File: src/rtl/ws2812b_pkg.sv
// Shared types and constants for the WS2812B multi-pixel receiver.
// Defining WS2812B_RGBW_EN selects 4 bytes per pixel (G,R,B,W) instead of 3 (G,R,B).
package ws2812b_pkg;

    typedef enum logic {
        ST_CAPTURE = 1'b0,
        ST_FORWARD = 1'b1
    } state_t;

`ifdef WS2812B_RGBW_EN
    localparam int BPP = 4;
`else
    localparam int BPP = 3;
`endif

    // The status register lives at the all-ones read address; truncate to ADDR_W at use.
    localparam logic [31:0] STATUS_ADDR = 32'hFFFF_FFFF;

endpackage

File: src/rtl/ws2812b_bit_decoder.sv
// WS2812B line decoder: measures each high pulse to produce one bit per falling edge,
// and flags a latch gap once din has stayed low for IDLE_CYCLES.
module ws2812b_bit_decoder #(
    parameter int THRESHOLD_CYCLES = 38,
    parameter int IDLE_CYCLES      = 3840
) (
    input  logic clk,
    input  logic reset,
    input  logic din,
    output logic bit_valid,
    output logic bit_value,
    output logic idle
);

    localparam int HC_W = $clog2(THRESHOLD_CYCLES + 1);
    localparam int IC_W = $clog2(IDLE_CYCLES + 1);
    localparam logic [HC_W-1:0] HC_SAT = HC_W'(THRESHOLD_CYCLES);
    localparam logic [IC_W-1:0] IC_SAT = IC_W'(IDLE_CYCLES);
    localparam logic [IC_W-1:0] IC_PRE = IC_W'(IDLE_CYCLES - 1);

    logic [HC_W-1:0] r_high_cnt;
    logic [IC_W-1:0] r_idle_cnt;
    logic            r_din_prev;
    logic            r_bit_valid;
    logic            r_bit_value;
    logic            r_idle;

    always_ff @(posedge clk or posedge reset) begin
        if (reset) begin
            r_high_cnt  <= '0;
            r_idle_cnt  <= '0;
            r_din_prev  <= 1'b0;
            r_bit_valid <= 1'b0;
            r_bit_value <= 1'b0;
            r_idle      <= 1'b0;
        end else begin
            r_din_prev  <= din;
            r_bit_valid <= r_din_prev & ~din;
            // Saturation at the threshold makes ">= THRESHOLD" a simple equality test.
            r_bit_value <= (r_high_cnt == HC_SAT);

            if (!din)
                r_high_cnt <= '0;
            else if (r_high_cnt != HC_SAT)
                r_high_cnt <= r_high_cnt + 1'b1;

            if (din)
                r_idle_cnt <= '0;
            else if (r_idle_cnt != IC_SAT)
                r_idle_cnt <= r_idle_cnt + 1'b1;

            // Single pulse on the cycle the low-run reaches IDLE_CYCLES; silent while saturated.
            r_idle <= ~din & (r_idle_cnt == IC_PRE);
        end
    end

    assign bit_valid = r_bit_valid;
    assign bit_value = r_bit_value;
    assign idle      = r_idle;

endmodule

File: src/rtl/ws2812b_multi_rx.sv
// Captures the first NUM_PIXELS pixels of a WS2812B stream into a readable buffer and
// forwards the rest downstream. WS2812B_RGBW_EN (see ws2812b_pkg) selects 4-byte pixels.
module ws2812b_multi_rx
    import ws2812b_pkg::*;
#(
    parameter int CLK_HZ           = 64000000,
    parameter int THRESHOLD_CYCLES = 38,
    parameter int IDLE_CYCLES      = 3840,
    parameter int NUM_PIXELS       = 4,
    parameter int ADDR_W           = 6
) (
    input  logic              clk,
    input  logic              reset,
    input  logic              din,
    output logic              dout,
    input  logic [ADDR_W-1:0] rd_addr,
    output logic [7:0]        rd_data,
    input  logic              clear,
    output logic              frame_ready
);

    localparam int NBYTES = NUM_PIXELS * BPP;
    localparam int IDX_W  = $clog2(NBYTES + 1);
    localparam int BUF_AW = $clog2(NBYTES);
    localparam logic [IDX_W-1:0] LAST_IDX = IDX_W'(NBYTES - 1);
    localparam logic [IDX_W-1:0] BPP_IDX  = IDX_W'(BPP);

    generate
        if (CLK_HZ <= 0 || NUM_PIXELS < 1 || NUM_PIXELS > 16 || (2 ** ADDR_W) <= NBYTES) begin : g_param_check
            $error("ws2812b_multi_rx: illegal parameter combination");
        end
    endgenerate

    logic [7:0]       r_buf [0:NBYTES-1];
    state_t           r_state;
    logic [IDX_W-1:0] r_index;
    logic [2:0]       r_bit_cnt;
    logic [6:0]       r_shift;
    logic             r_dout;
    logic             r_frame_ready;
    logic             r_overflow;
    logic [4:0]       r_pixel_count;

    logic              w_bit_valid;
    logic              w_bit_value;
    logic              w_idle;
    logic              w_byte_valid;
    logic              w_wr_en;
    logic              w_fr_set;
    logic              w_ov_set;
    logic [7:0]        w_byte;
    logic [4:0]        w_pix_done;
    logic [BUF_AW-1:0] w_wr_ptr;
    logic [BUF_AW-1:0] w_rd_ptr;

    ws2812b_bit_decoder #(
        .THRESHOLD_CYCLES (THRESHOLD_CYCLES),
        .IDLE_CYCLES      (IDLE_CYCLES)
    ) u_decoder (
        .clk       (clk),
        .reset     (reset),
        .din       (din),
        .bit_valid (w_bit_valid),
        .bit_value (w_bit_value),
        .idle      (w_idle)
    );

    // The eighth bit completes the byte in the same cycle it arrives.
    assign w_byte_valid = w_bit_valid & (r_bit_cnt == 3'd7);
    assign w_byte       = {r_shift, w_bit_value};
    assign w_wr_en      = w_byte_valid & (r_state == ST_CAPTURE) & ~w_idle;
    assign w_fr_set     = w_idle & (r_index >= BPP_IDX);
    assign w_ov_set     = w_wr_en & r_frame_ready;
    assign w_pix_done   = 5'(32'(r_index) / BPP);
    assign w_wr_ptr     = r_index[BUF_AW-1:0];
    assign w_rd_ptr     = rd_addr[BUF_AW-1:0];

    always_ff @(posedge clk or posedge reset) begin
        if (reset) begin
            r_state       <= ST_CAPTURE;
            r_index       <= '0;
            r_bit_cnt     <= '0;
            r_shift       <= '0;
            r_dout        <= 1'b0;
            r_frame_ready <= 1'b0;
            r_overflow    <= 1'b0;
            r_pixel_count <= '0;
        end else begin
            // Set events take priority over a coincident clear.
            r_frame_ready <= w_fr_set | (r_frame_ready & ~clear);
            r_overflow    <= w_ov_set | (r_overflow & ~clear);
            if (w_fr_set)
                r_pixel_count <= w_pix_done;

            if (w_idle) begin
                r_state   <= ST_CAPTURE;
                r_index   <= '0;
                r_bit_cnt <= '0;
                r_shift   <= '0;
                r_dout    <= 1'b0;
            end else begin
                r_dout <= (r_state == ST_FORWARD) ? din : 1'b0;
                if (w_bit_valid) begin
                    r_shift   <= {r_shift[5:0], w_bit_value};
                    r_bit_cnt <= r_bit_cnt + 3'd1;
                end
                if (r_state == ST_CAPTURE && w_wr_en) begin
                    r_index <= r_index + 1'b1;
                    if (r_index == LAST_IDX)
                        r_state <= ST_FORWARD;
                end
            end
        end
    end

    always_ff @(posedge clk or posedge reset) begin
        if (reset) begin
            for (int i = 0; i < NBYTES; i++)
                r_buf[i] <= 8'h00;
        end else if (w_wr_en) begin
            r_buf[w_wr_ptr] <= w_byte;
        end
    end

    always_comb begin
        rd_data = 8'h00;
        if (32'(rd_addr) < NBYTES)
            rd_data = r_buf[w_rd_ptr];
        else if (rd_addr == STATUS_ADDR[ADDR_W-1:0])
            rd_data = {r_frame_ready, r_overflow, 1'b0, r_pixel_count};
    end

    assign dout        = r_dout;
    assign frame_ready = r_frame_ready;

endmodule

File: config.mk
export PLATFORM = sky130hd
export DESIGN_NAME = ws2812b_multi_rx
export DESIGN_NICKNAME = d
export VERILOG_FILES = /design/src/rtl/ws2812b_pkg.sv /design/src/rtl/ws2812b_bit_decoder.sv /design/src/rtl/ws2812b_multi_rx.sv
export SDC_FILE = /design/constraint.sdc
export NUM_CORES = 1
export LEC_CHECK = 0
export CORE_MARGIN = 10
export CORE_UTILIZATION = 30
export CTS_BUF_LIST = sky130_fd_sc_hd__clkbuf_4
export DETAILED_ROUTE_END_ITERATION = 10
export DONT_BUFFER_PORTS = 1
export GPL_TIMING_DRIVEN = 0
export MAX_ROUTING_LAYER = met4
export PLACE_DENSITY_LB_ADDON = 0.12
export SYNTH_ARGS = -nofsm -noshare
export SYNTH_HDL_FRONTEND = slang
export SYNTH_SLANG_ARGS = --single-unit
export TNS_END_PERCENT = 20
File: constraint.sdc
create_clock -name clk -period 5.7 [get_ports clk]
set_input_delay 1.14 -clock clk [delete_from_list [all_inputs] [get_ports clk]]
set_output_delay 1.14 -clock clk [all_outputs]
set_load 0.02 [all_outputs]
==> reports/results.ini <==
[yosys]
synth-main-ff-cell=sky130_fd_sc_hd__dfrtp_1
fraction_of_the_mapped_netlist_area_in_compound_gates=0.0475
post_synth_inst_count=495
synth_top_family_by_area=multiplexers
synth_simple_gate_area_share=0.0958
yosys_warnings=0
post_synth_fa_ha_maj_area_fraction=0.0246
synth_seq_area_share=0.526
synthDistinctLibCells=48
synth_area_mm2=0.00661
synth_xor_xnor_area_share=0.0186
synth_net_count=518
async_flop_share=1.00
multiplexer_area_fraction_after_synthesis=0.258
synth.ff_latch_count=139
synth_edf_count=0
syn-mean-instance-area_um2=13.4

[finish]
finalInstanceArea_mm2=0.00729
sequential_cell_area_in_the_final_layout_mm2=0.00348
mostFrequentLayoutCell=sky130_fd_sc_hd__dfrtp_1
fillCellCount=2202
multiInputGateArea_mm2=0.00294
flow.area_growth_from_synthesis_pct=10.3
layout_cells_sized_above_1=0.303
final_cell_mix=sky130_fd_sc_hd__dfrtp_1, sky130_fd_sc_hd__mux2_2, sky130_fd_sc_hd__nor2_1
nNetsFinal=538
layout.core_utilization=0.335

[clock_network]
cts_tree=built
cts_hold_buf=0
clock_insertion_delay_worst_skew_ns=0.56
clockBufferDepth=2
post_cts_resized=0
htree_num_levels=4
clock_tree.root_cell=sky130_fd_sc_hd__clkbuf_4
cts_num_sinks=139
cts-buffers-inserted=17
cts_post_setup_buffers_inserted=0
clock_input_transition_at_the_sequential_cells_of_the_worst_setup_and_hold_paths_ns=0.11

[hold_path]
hold_path_depth=1
worst_hold_start=u_decoder.r_din_prev
worstHoldPathType=reg2reg
end_of_the_worst_hold_path=u_decoder.bit_valid

[critical_path]
crit_chain=buf_2 -> buf_6 -> buf_4 -> nand2_1 -> nor2_1 -> a22oi_1 -> o21ai_0
worstRegToRegCells=6
critical-path-slowest-cell=sky130_fd_sc_hd__nor2_1
cp.arrival_ns=3.09
crit_path_end_kind=output pin
reg2reg_slack_ns=3.78
regToRegStartpoint=r_bit_cnt[0]
top_family_by_delay_on_critical_path=buffers and inverters
timing.setup.critical_path_class=in2out
crit_path_start_kind=input pin
required_time_of_the_critical_path_ns=4.56
path_buf_inv=3
critPathMaxFanout=10
cpPeakStageDelay_ns=0.52
timing.rr.end=r_buf[3]

[drt]
ant_nets=0
postRouteWirelength_um=16300
via_count=3992
routed_wire_length_per_instance_um=20.2
detail_route.first_pass.iterations=4
detail_route.drc_violations=0
first_iter_violations=250
drt-vias-per-instance=4.93

[power_and_ir_drop]
internal_power_w=0.00139
power.net_switching_w=0.000524
total_leakage_power_nw=3.50
power_dens_cells_mw_per_mm2=263
sw_ratio=0.274
comb_power_share=0.104
pwr-share-clk=0.356
vdd_drop_max_mv=0.120
pwr-share-seq=0.540

[placement]
io_buffer_count=0
gp_congestion=0.761
placement_cell_area_mm2=0.00699
place_hpwl_um=10600
placement.setup.worst_slack_ns=1.39

[sta]
setup_clock_skew_after_layout_ns=0.0292
final_min_period_over_clock_period=0.742
setup_repair_after_global_routing_missed_its_margin=false
fmaxAchievable_mhz=236
timing.final.ws_setup_ns=1.47
worst-slew-pin-transition_ns=1.29
drv_slew=0
timing_hold_violations_final=0
finalSetupViolCount=0
timing.max_slew.rel_slack=0.125
finalCriticalPeriod_ns=4.23

[global_routing]
grt_antenna_before_repair=1
global_route.usage.total=0.124
global_route_wire_length_before_repair_um=26100
grt.overflow.total=0
grt_pass1_vias=4368
grt_max_degree=81

[floorplanning]
row_count=54
die_height_um=168
coreArea_mm2=0.0218
start_util=0.304
io_pins=20
die_x_um=168
dieArea_mm2=0.0284

[run_status]
run_status=completed

[run]
drv_cap=0

## power groups by stage
stage          Clock (W)  Combinational [W]  Sequential [W]
2_1_floorplan          0           0.000158         0.00105
3_3_place_gp           0           0.000197         0.00105
3_5_place_dp           0           0.000204         0.00105
4_1_cts         0.000712           0.000205         0.00103
5_1_grt         0.000766           0.000227         0.00104
6_report        0.000683           0.000198         0.00103
## through the flow
step,std cells,hold slack (ns),TNS [ns],power [W]
global placement,775,0.447,-96.16,0.00125
CTS,808,0.482,0,0.00195
floorplan,495,0.439,0,0.00120
global route,809,0.522,0,0.00203
finish,809,0.478,0,0.00192
detailed placement,776,0.455,0,0.00126
## layer usage
metal	track usage	wire length (um)	vias up
li1	-	-	1834
met3	0.0272	417	21
met2	0.190	7880	45
met4	0.0420	328	0
met5	-	0	-
met1	0.159	7730	2092
## state kept, by name, summed over array words and instances (netlist names)
signal	count
r_state	1
r_shift	7
u_decoder.bit_value	1
r_overflow	1
u_decoder.idle	1
r_bit_cnt	3
u_decoder.r_high_cnt	6
frame_ready	1
r_index	4
u_decoder.r_idle_cnt	12
u_decoder.r_din_prev	1
u_decoder.bit_valid	1
r_pixel_count	3
dout	1
r_buf	96
## Yosys cell counts (all sizes together), types with 2 or more instances
cell type | count | area [um^2]
mux2i | 15 | 150
a21boi | 3 | 22.5
a21oi | 6 | 30.0
dfrtp | 139 | 3480
nor3 | 3 | 15.0
xor2 | 3 | 26.3
o41ai | 3 | 26.3
nand2b | 2 | 12.5
a211oi | 4 | 30.0
o21ai | 13 | 65.1
o31ai | 2 | 15.0
inv | 13 | 48.8
nor4 | 3 | 18.8
ha | 13 | 163
nand3 | 7 | 35.0
and2 | 2 | 12.5
and3 | 4 | 25.0
a22oi | 5 | 37.5
nor3b | 2 | 15.0
a2111oi | 3 | 26.3
a32o | 2 | 20.0
mux2 | 96 | 1080
nor2 | 29 | 109
buf | 13 | 81.3
clkbuf | 17 | 63.8
mux4 | 21 | 473
nand4 | 4 | 25.0
nor4b | 2 | 38.8
nor2b | 12 | 75.1
nand2 | 29 | 179
xnor2 | 11 | 96.3
or3 | 6 | 37.5
## kinds of logic (layout without fill, tap and decap cells)
kind of cell,count (synthesis),count (layout)
flip-flops,139,139
other,0,1
AND/OR/NAND/NOR,109,109
buffers and inverters,43,76
XOR/XNOR,14,14
multiplexers,132,132
AO/OA/AOI/OAI,45,45
adder cells (fa/ha/maj),13,13
## how the worst max path moves through the flow
stage	end	depth (start not counted)	from
finish	rd_data[2]	7	rd_addr[0]
global route	rd_data[2]	7	rd_addr[0]
CTS	rd_data[2]	7	rd_addr[0]
detailed placement	rd_data[2]	7	rd_addr[0]
global placement	r_buf[31]	1	reset
floorplan	dout	1	reset
## area by class of cell
type	count	area share
antenna	1	0.000343
buffer	30	0.0199
inverter	13	0.00738
sequential	139	0.477
clock buffer	19	0.0196
timing repair buffer	1	0.00378
clock inverter	13	0.0208
multi-input combinational	313	0.403
tap	280	0.0481
No activity file was read; power rests on OpenSTA's default activity.
